$ cat config.mk
export PLATFORM = sky130hd
export DESIGN_NAME = wallace_mult_pipe_flat
export DESIGN_NICKNAME = d
export VERILOG_FILES = /design/src/rtl/wallace_mult_pipe_if.sv /design/src/rtl/wallace_mult_pipe.sv /design/src/flat_wrapper.sv
export SDC_FILE = /design/constraint.sdc
export NUM_CORES = 2
export LEC_CHECK = 0
export ABC_CLOCK_PERIOD_IN_PS = 12100
export CAP_MARGIN = 20
export CORE_MARGIN = 3
export CORE_UTILIZATION = 25
export CTS_CLUSTER_SIZE = 30
export DETAILED_ROUTE_END_ITERATION = 6
export GPL_TIMING_DRIVEN = 0
export PLACE_DENSITY = 0.37
export SLEW_MARGIN = 20
export SYNTH_ARGS = -nofsm -noshare
export SYNTH_HDL_FRONTEND = slang
export SYNTH_SLANG_ARGS = --single-unit
export TNS_END_PERCENT = 20
$ cat constraint.sdc
create_clock -name clk -period 12.1 [get_ports clk]
set_input_delay 2.42 -clock clk [delete_from_list [all_inputs] [get_ports clk]]
set_output_delay 2.42 -clock clk [all_outputs]
set_load 0.05 [all_outputs]
$ cat src/rtl/wallace_mult_pipe_if.sv
// Operand/result handshake bundle for the pipelined Wallace-tree multiplier.
interface wallace_mult_pipe_if #(
  parameter int unsigned WIDTH = 32
);
  logic               in_valid;
  logic               in_ready;
  logic [WIDTH-1:0]   a;
  logic [WIDTH-1:0]   b;
  logic               is_signed;
  logic               out_valid;
  logic               out_ready;
  logic [2*WIDTH-1:0] product;
  logic               busy;

  modport master (
    output in_valid, a, b, is_signed, out_ready,
    input  in_ready, out_valid, product, busy
  );

  modport slave (
    input  in_valid, a, b, is_signed, out_ready,
    output in_ready, out_valid, product, busy
  );
endinterface

$ cat src/rtl/wallace_mult_pipe.sv
// Pipelined Wallace-tree multiplier: Baugh-Wooley partial products, 3:2 CSA levels spread
// across PIPE_STAGES ranks, final carry-propagate add in the output rank. Global stall.
module wallace_mult_pipe #(
  parameter int unsigned WIDTH       = 32,
  parameter int unsigned PIPE_STAGES = 3
) (
  input  logic               clk,
  input  logic               rst,
  wallace_mult_pipe_if.slave bus
);

  localparam int unsigned W2  = 2 * WIDTH;
  localparam int unsigned NPP = WIDTH + 1;
  localparam int unsigned NRR = (PIPE_STAGES > 1) ? PIPE_STAGES - 1 : 1;

  typedef logic [NPP-1:0][W2-1:0] rows_t;

  function automatic int unsigned rows_after(input int unsigned n);
    return 2 * (n / 3) + n % 3;
  endfunction

  function automatic int unsigned count_levels(input int unsigned n);
    int unsigned m;
    int unsigned l;
    m = n;
    l = 0;
    while (m > 2) begin
      m = rows_after(m);
      l++;
    end
    return l;
  endfunction

  localparam int unsigned NLEV = count_levels(NPP);

  // First CSA level handled by rank-group k; group k covers [lvl_lo(k), lvl_lo(k+1)).
  function automatic int unsigned lvl_lo(input int unsigned k);
    return (k * NLEV) / PIPE_STAGES;
  endfunction

  // Row W carries the Baugh-Wooley correction constant (2^W + 2^(2W-1)) in signed mode.
  function automatic rows_t gen_pp(input logic [WIDTH-1:0] a, input logic [WIDTH-1:0] b,
                                   input logic s);
    rows_t o;
    logic  bit_v;
    o = '0;
    for (int unsigned i = 0; i < WIDTH; i++) begin
      for (int unsigned j = 0; j < WIDTH; j++) begin
        bit_v = a[j] & b[i];
        if (s && ((i == WIDTH - 1) != (j == WIDTH - 1))) bit_v = ~bit_v;
        o[i][i+j] = bit_v;
      end
    end
    if (s) o[WIDTH] = (W2'(1) << WIDTH) | (W2'(1) << (W2 - 1));
    return o;
  endfunction

  // One 3:2 layer over the first n rows; leftover rows pass straight through.
  function automatic rows_t csa_level(input rows_t r, input int unsigned n);
    rows_t       o;
    logic [W2-1:0] x, y, z;
    int unsigned g;
    o = '0;
    g = n / 3;
    for (int unsigned i = 0; i < NPP / 3; i++) begin
      if (i < g) begin
        x = r[3*i];
        y = r[3*i+1];
        z = r[3*i+2];
        o[2*i]   = x ^ y ^ z;
        o[2*i+1] = ((x & y) | (x & z) | (y & z)) << 1;
      end
    end
    for (int unsigned j = 0; j < 2; j++) begin
      if (j < n % 3) o[2*g+j] = r[3*g+j];
    end
    return o;
  endfunction

  logic [PIPE_STAGES:0] vld_q, vld_d;
  logic [WIDTH-1:0]     a_q, a_d, b_q, b_d;
  logic                 sgn_q, sgn_d;
  rows_t                rows_q [NRR];
  rows_t                rows_d [NRR];
  logic [W2-1:0]        prod_q, prod_d;
  logic                 advance_c;

  always_comb begin
    rows_t       cur;
    int unsigned n;
    advance_c = !vld_q[PIPE_STAGES] || bus.out_ready;
    vld_d     = vld_q;
    a_d       = a_q;
    b_d       = b_q;
    sgn_d     = sgn_q;
    rows_d    = rows_q;
    prod_d    = prod_q;
    n         = NPP;
    cur       = gen_pp(a_q, b_q, sgn_q);

    if (advance_c) vld_d = {vld_q[PIPE_STAGES-1:0], bus.in_valid};
    if (advance_c && bus.in_valid) begin
      a_d   = bus.a;
      b_d   = bus.b;
      sgn_d = bus.is_signed;
    end

    // Stage k reads rank k and writes rank k+1; the last stage resolves the CPA.
    for (int unsigned k = 0; k < PIPE_STAGES; k++) begin
      if (k > 0) cur = rows_q[(k > 0) ? k - 1 : 0];
      for (int unsigned l = 0; l < NLEV; l++) begin
        if (l >= lvl_lo(k) && l < lvl_lo(k + 1)) begin
          cur = csa_level(cur, n);
          n   = rows_after(n);
        end
      end
      if (advance_c && vld_q[k]) begin
        if (k + 1 < PIPE_STAGES) rows_d[k] = cur;
        else                     prod_d    = cur[0] + cur[1];
      end
    end
  end

  always_ff @(posedge clk) begin
    if (rst) begin
      vld_q  <= '0;
      a_q    <= '0;
      b_q    <= '0;
      sgn_q  <= 1'b0;
      rows_q <= '{default: '0};
      prod_q <= '0;
    end else begin
      vld_q  <= vld_d;
      a_q    <= a_d;
      b_q    <= b_d;
      sgn_q  <= sgn_d;
      rows_q <= rows_d;
      prod_q <= prod_d;
    end
  end

  assign bus.in_ready  = advance_c;
  assign bus.out_valid = vld_q[PIPE_STAGES];
  assign bus.product   = prod_q;
  assign bus.busy      = |vld_q;

endmodule
$ cat src/flat_wrapper.sv
// flat-port wrapper written by rule: the top's interface ports become plain ports
module wallace_mult_pipe_flat 
#(
  parameter int unsigned WIDTH       = 32,
  parameter int unsigned PIPE_STAGES = 3
)
  (clk, rst, bus_in_valid, bus_a, bus_b, bus_is_signed, bus_out_ready, bus_in_ready, bus_out_valid, bus_product, bus_busy);
  wallace_mult_pipe_if #(.WIDTH(WIDTH)) bus_i ();
  input  logic clk;
  input  logic rst;
  input wire logic [$bits(bus_i.in_valid)-1:0] bus_in_valid;
  input wire logic [$bits(bus_i.a)-1:0] bus_a;
  input wire logic [$bits(bus_i.b)-1:0] bus_b;
  input wire logic [$bits(bus_i.is_signed)-1:0] bus_is_signed;
  input wire logic [$bits(bus_i.out_ready)-1:0] bus_out_ready;
  output wire logic [$bits(bus_i.in_ready)-1:0] bus_in_ready;
  output wire logic [$bits(bus_i.out_valid)-1:0] bus_out_valid;
  output wire logic [$bits(bus_i.product)-1:0] bus_product;
  output wire logic [$bits(bus_i.busy)-1:0] bus_busy;
  assign bus_i.in_valid = bus_in_valid;
  assign bus_i.a = bus_a;
  assign bus_i.b = bus_b;
  assign bus_i.is_signed = bus_is_signed;
  assign bus_i.out_ready = bus_out_ready;
  assign bus_in_ready = bus_i.in_ready;
  assign bus_out_valid = bus_i.out_valid;
  assign bus_product = bus_i.product;
  assign bus_busy = bus_i.busy;
  wallace_mult_pipe #(.WIDTH(WIDTH), .PIPE_STAGES(PIPE_STAGES)) u_core (.clk(clk), .rst(rst), .bus(bus_i));
endmodule
### Yosys cells after proc, flatten, opt, wreduce, memory -nomap -nowiden

Cells that the tools add are included.

| word-level totals | value |
|---|---|
| register bits after elaboration | 1,402 |
| bits of input ports | 69 |
| memory bits (read-only) | 0 |
| output and inout bits | 67 |
| RAM bits | 0 |
| latch bits | 0 |
| memories | 0 |

| cells by class | value |
|---|---|
| div/mod/pow operators | 0 |
| magnitude comparators | 0 |
| multiply operators | 0 |
| mux-type cells | 63 |
| eq/ne operators | 0 |
| reduce and logical (&&, ||, !) cells | 7 |
| shift operators | 0 |
| add/subtract/negate cells | 1 |
| bitwise gates (word level) | 1,303 |

Operators with widths:

| cell | number |
|---|---|
| $and A63 B63 Y63 | 61 |
| $or A63 B63 Y63 | 52 |
| $xor A64 B64 Y64 | 40 |
| $and A1 B1 Y1 | 1,024 |
| $and A62 B63 Y63 | 2 |
| $add A64 B64 Y64 | 1 |
| $mux W64 | 1 |
| $xor A63 B64 Y64 | 1 |
| $or A63 B34 Y63 | 1 |
| $or A63 B37 Y63 | 1 |
| $or A63 B40 Y63 | 1 |
| $or A63 B43 Y63 | 1 |
| $or A63 B46 Y63 | 1 |
| $or A63 B49 Y63 | 1 |
| $or A63 B52 Y63 | 1 |
| $or A63 B55 Y63 | 1 |
| $or A63 B58 Y63 | 1 |
| $or A63 B61 Y63 | 1 |
| $xor A62 B63 Y63 | 1 |
| $mux W1 | 62 |
| $not A1 Y1 | 62 |
| $and A59 B61 Y61 | 1 |
| $and A60 B61 Y61 | 1 |
| $xor A60 B61 Y61 | 1 |
| other kinds (51) | 54 |

### Depth between registers and ports, before layout

| logic depth | value |
|---|---|
| word-level depth | 10 |
| mapped depth | 16 |
| depth with buffers taken out | 15 |

### Worst setup path before layout

OpenSTA, ideal clock, no wires.

| timing | value |
|---|---|
| kind | input to output |
| start | input port bus_out_ready |
| end | output port bus_in_ready |
| cell stages on the path | 2 |
| arrival time | 2,869 ps |
| path slack | 6,811 ps |
| buffers on the path | 0 |
| data required time | 9,680 ps |
| path through | nor2b_1 > inv_2 |

| between the ends | value |
|---|---|
| cells in the longest elaborated chain, start to end | 1 |

RTL lines:

| what | line | source |
|---|---|---|
| start: declaration | flat_wrapper.sv:15 | `input wire logic [$bits(bus_i.out_ready)-1:0] bus_out_ready;` |
| $logic_or A1 B1 Y1 | wallace_mult_pipe.sv:91 | `advance_c = !vld_q[PIPE_STAGES] \|\| bus.out_ready;` |
| end: declaration | flat_wrapper.sv:16 | `output wire logic [$bits(bus_i.in_ready)-1:0] bus_in_ready;` |

Every way passes these cells.

### Worst setup path after layout

Ends and elaborated chain as after synthesis.

==> out/results.md <==
| Parameter | This run |
| --- | --- |
| Outcome | finished, violations left |
| Violated checks | design-rule violations |
| Top cells by area, synth | sky130_fd_sc_hd__fa_1 29%, sky130_fd_sc_hd__dfxtp_1 28%, sky130_fd_sc_hd__nand2_1 12% |
| CTS H-tree lvls | 3 |
| Adder-Cell Fraction of Synth Area | 0.341 |
| Post-cts sizing count | 0 |
| WP data required | 9.68 ns |
| Post-route insts no fill | 10829 |
| Die H | 505 um |
| Share of the synthesized area in the top cell type | 0.292 |
| Max Root-Sink Buffers | 3 |
| Combined global-route utilization of all metal layers | 0.232 |
| Number of enable-type register cells in the synthesized netlist | 0 |
| Post-Synthesis Cell Area | 62200 um^2 |
| Final Hold Slack | 0.446 ns |
| Power density cells | 107 nW/um^2 |
| Cell count after synthesis | 7151 |
| Cell count of the worst reg-to-reg path | 15 |
| Area of the core region | 247000 um^2 |
| Initial antenna violation count | 34 |
| Routability Congestion | 0.941 |
| Path class of the lowest-slack min-delay path | register to register |
| Max Clock Skew | 0.0496 ns |
| Mux contribution to synthesized area | 0.000161 |
| Tightest slew margin relative to the limit | 0.113 |
| Wire length per cell | 27.7 um |
| Final net count | 8627 |
| Endpoint of the worst-slack reg-to-reg timing path | u_core.bus.product[62] |
| Type of the setup path with the least slack | primary input to output pin |
| Detailed-route via count | 50051 |
| Global-route wire length before repair | 416 mm |
| Compound-Gate Fraction of Synth Area | 0.0937 |
| CTS clock-pin slew for the worst setup and hold paths | 0.05 ns |
| Post-route fraction of the period consumed by the critical path | 0.569 |
| Largest voltage drop on the vdd net | 113 uV |
| Post-synthesis cell type with the largest combined area | sky130_fd_sc_hd__fa_1 |
| Cell at the root of the clock tree | sky130_fd_sc_hd__clkbuf_16 |
| Starting DRC count in detailed routing | 3763 |
| FF-to-FF Start | u_core.rows_q[24] |
| Congestion Overflow GR | 0 |
| Fraction of final layout cells with drive strength greater than 1 | 0.0361 |
| Via/cell ratio | 4.62 |
| Port buffer count | 134 |
| Top fanout value on the critical path | 9 |
| Max-slew violations | 0 |
| Crit path DAT | 4.47 ns |
| Count of endpoints failing setup in the final report | 0 |
| Placed cell count | 10602 |
| Synthesized area per cell | 8.69 um^2 |
| Critical path endpoint | bus_in_ready |
| Fraction of the core area covered by cells at the end of the flow | 0.292 |
| Xor and xnor fraction of the mapped netlist area | 0.0152 |
| #FFs+latches synth | 864 |
| Setup TNS Final | 0 ns |
| Die outline width | 505 um |
| DR pass1 iterations | 7 |
| Async set or reset register ratio after synthesis | 0 |
| Worst-case register-to-register setup slack | 7.12 ns |
| CP startpoint kind | primary input |
| Worst-Margin Slew | 1.33 ns |
| Critical path endpoint category | output pin |
| Most used flip-flop cell after synthesis | sky130_fd_sc_hd__dfxtp_1 |
| Post-synth net total | 8372 |
| Warnings, synthesis | 0 |
| Worst Setup SP | bus_out_ready |
| Post-DP HPWL | 250 mm |
| Simple-gate area share of the yosys netlist | 0.202 |
| CTS tree | built |
| Layout fillers | 26691 |
| Number of routed nets with antenna violations | 0 |
| Leak | 30.6 nW |
| DRT Wirelength | 300 mm |
| Via count of the first global-routing pass | 51282 |
| Layout overhead on the synthesized area | 15.7% |
| Sequential cell area fraction in the yosys report | 0.278 |
| Highest achievable clock rate | 145 MHz |
| CTS Sinks | 864 |
| Count of hold buffers inserted by post-cts repair | 0 |
| Number of CTS-inserted buffers | 113 |
| Number of design rule violations left after detail routing | 1 |
| Initial core utilization | 0.252 |
| Setup repair after global routing missed its margin | no |
| Setup Buffers After CTS | 0 |
| Final hold viol count | 0 |
| Number of placement rows | 182 |
| Combinational family with the most area after synthesis | adder cells |
| Max-Cap Viols | 0 |
| I/O pins | 136 |
| Clock network latency to the later pin of the worst-skew pair | 0.80 ns |
| Library cells used by synthesis | 69 |
| Clock period minus final worst setup slack | 6.89 ns |
| Pin count of the biggest net entering global routing | 16 |
| Die footprint | 255000 um^2 |
-- critical path, cell delays in order --
cell                              delay, ns
sky130_fd_sc_hd__clkdlybuf4s50_1       0.42
sky130_fd_sc_hd__nor2b_1               0.45
sky130_fd_sc_hd__inv_2                 0.37
sky130_fd_sc_hd__clkdlybuf4s50_1       0.80
-- Yosys cell counts (5+ instances only) --
library cell and n:
sky130_fd_sc_hd__xor2_1 32, sky130_fd_sc_hd__nand2_1 1978, sky130_fd_sc_hd__a22o_1 11, sky130_fd_sc_hd__o211ai_1 12, sky130_fd_sc_hd__or3_1 6, sky130_fd_sc_hd__buf_1 19
sky130_fd_sc_hd__ha_1 246, sky130_fd_sc_hd__nor2b_1 5, sky130_fd_sc_hd__fa_1 906, sky130_fd_sc_hd__o21bai_1 10, sky130_fd_sc_hd__o21a_1 8, sky130_fd_sc_hd__nand3_1 19
sky130_fd_sc_hd__and2_1 692, sky130_fd_sc_hd__a211oi_1 43, sky130_fd_sc_hd__a31oi_1 14, sky130_fd_sc_hd__a21o_1 34, sky130_fd_sc_hd__o21ai_0 30, sky130_fd_sc_hd__xnor2_1 76
sky130_fd_sc_hd__dfxtp_1 864, sky130_fd_sc_hd__inv_1 634, sky130_fd_sc_hd__nand4_1 10, sky130_fd_sc_hd__nor2_1 70, sky130_fd_sc_hd__and3_1 10, sky130_fd_sc_hd__a21oi_1 863
sky130_fd_sc_hd__clkbuf_1 489
-- cells by family (layout without fill, tap and decap cells) --
family / after synthesis / after routing
flops: 864 / 864
other cells: 0 / 15
compound gates: 1059 / 1059
buf+inv: 1148 / 1499
fa+ha+maj: 1152 / 1152
mux: 1 / 1
simple gates: 2819 / 2819
xor+xnor: 108 / 108
-- where the power goes --
part           switching (mW)  leakage [nW]  internal, mW  total, mW
logic                   0.745          21.6         0.246      0.991
clock network            1.51          2.02          2.26       3.78
registers              0.0681          6.98          2.89       2.96
-- placed cells by master (no fill, tap or decap), drive strengths merged, types with 5 or more instances in the layout --
cell              n
o21ai            35
clkdlybuf4s50   134
fa              906
a21o             35
or3               7
clkbuf          646
nand2          1978
a31oi            14
bufinv           16
xnor2            76
nand4            10
ha              246
nor2             70
a21oi           863
inv             640
a211oi           43
nand3            19
buf              29
a22o             11
xor2             32
o21a              8
nor2b             5
and2            694
o21bai           10
clkinvlp          7
and3             11
diode            15
dfxtp           864
clkinv           27
o211ai           12
nor4b             5
-- through the flow --
step	setup slack [ns]	power (mW)	cell area, um^2
finish	5.21	7.73	71900
global route	5.14	7.97	71900
CTS	5.23	7.81	71900
detailed placement	5.25	4.01	67800
global placement	5.19	4.00	67600
floorplan	6.81	3.46	62200
-- registers in the layout, summed over array words and instances (netlist names) --
name,count
u_core.a_q,32
u_core.b_q,32
u_core.bus.product,64
u_core.rows_q,731
u_core.sgn_q,1
u_core.vld_q,4
-- worst min-delay path by stage --
stage                                      start                      to  slack [ns]  cells past startpoint
final                     u_core.bus.product[42]  u_core.bus.product[42]        0.45                      2
after global routing          u_core.rows_q[238]      u_core.rows_q[238]        0.46                      2
after CTS                 u_core.bus.product[43]  u_core.bus.product[43]        0.45                      2
after detailed placement  u_core.bus.product[43]  u_core.bus.product[43]        0.45                      2
after global placement    u_core.bus.product[16]  u_core.bus.product[16]        0.44                      2
after floorplan              u_core.rows_q[2112]        u_core.rows_q[0]        0.43                      2
-- layer usage --
layer | part of all wire | up-vias | GRT usage
li1 | - | 22668 | -
met1 | 0.46 | 25570 | 0.328
met2 | 0.44 | 1506 | 0.361
met3 | 0.063 | 301 | 0.0386
met4 | 0.034 | 6 | 0.0747
met5 | 0.00065 | - | 0
-- area by class of cell --
type                    count  area, um^2  share of cell area
multi-input cells        5139       40500               0.563
plain buffers             513        1990              0.0277
repair buffers            140        1460              0.0203
inverters                 635        2380              0.0331
well taps                3312        4140              0.0576
clock inverters            55         756              0.0105
flip-flops and latches    864       17300               0.240
diodes                     15        37.5            0.000522
clock buffers             156        3340              0.0465
Power figures use the tool's default switching activity.
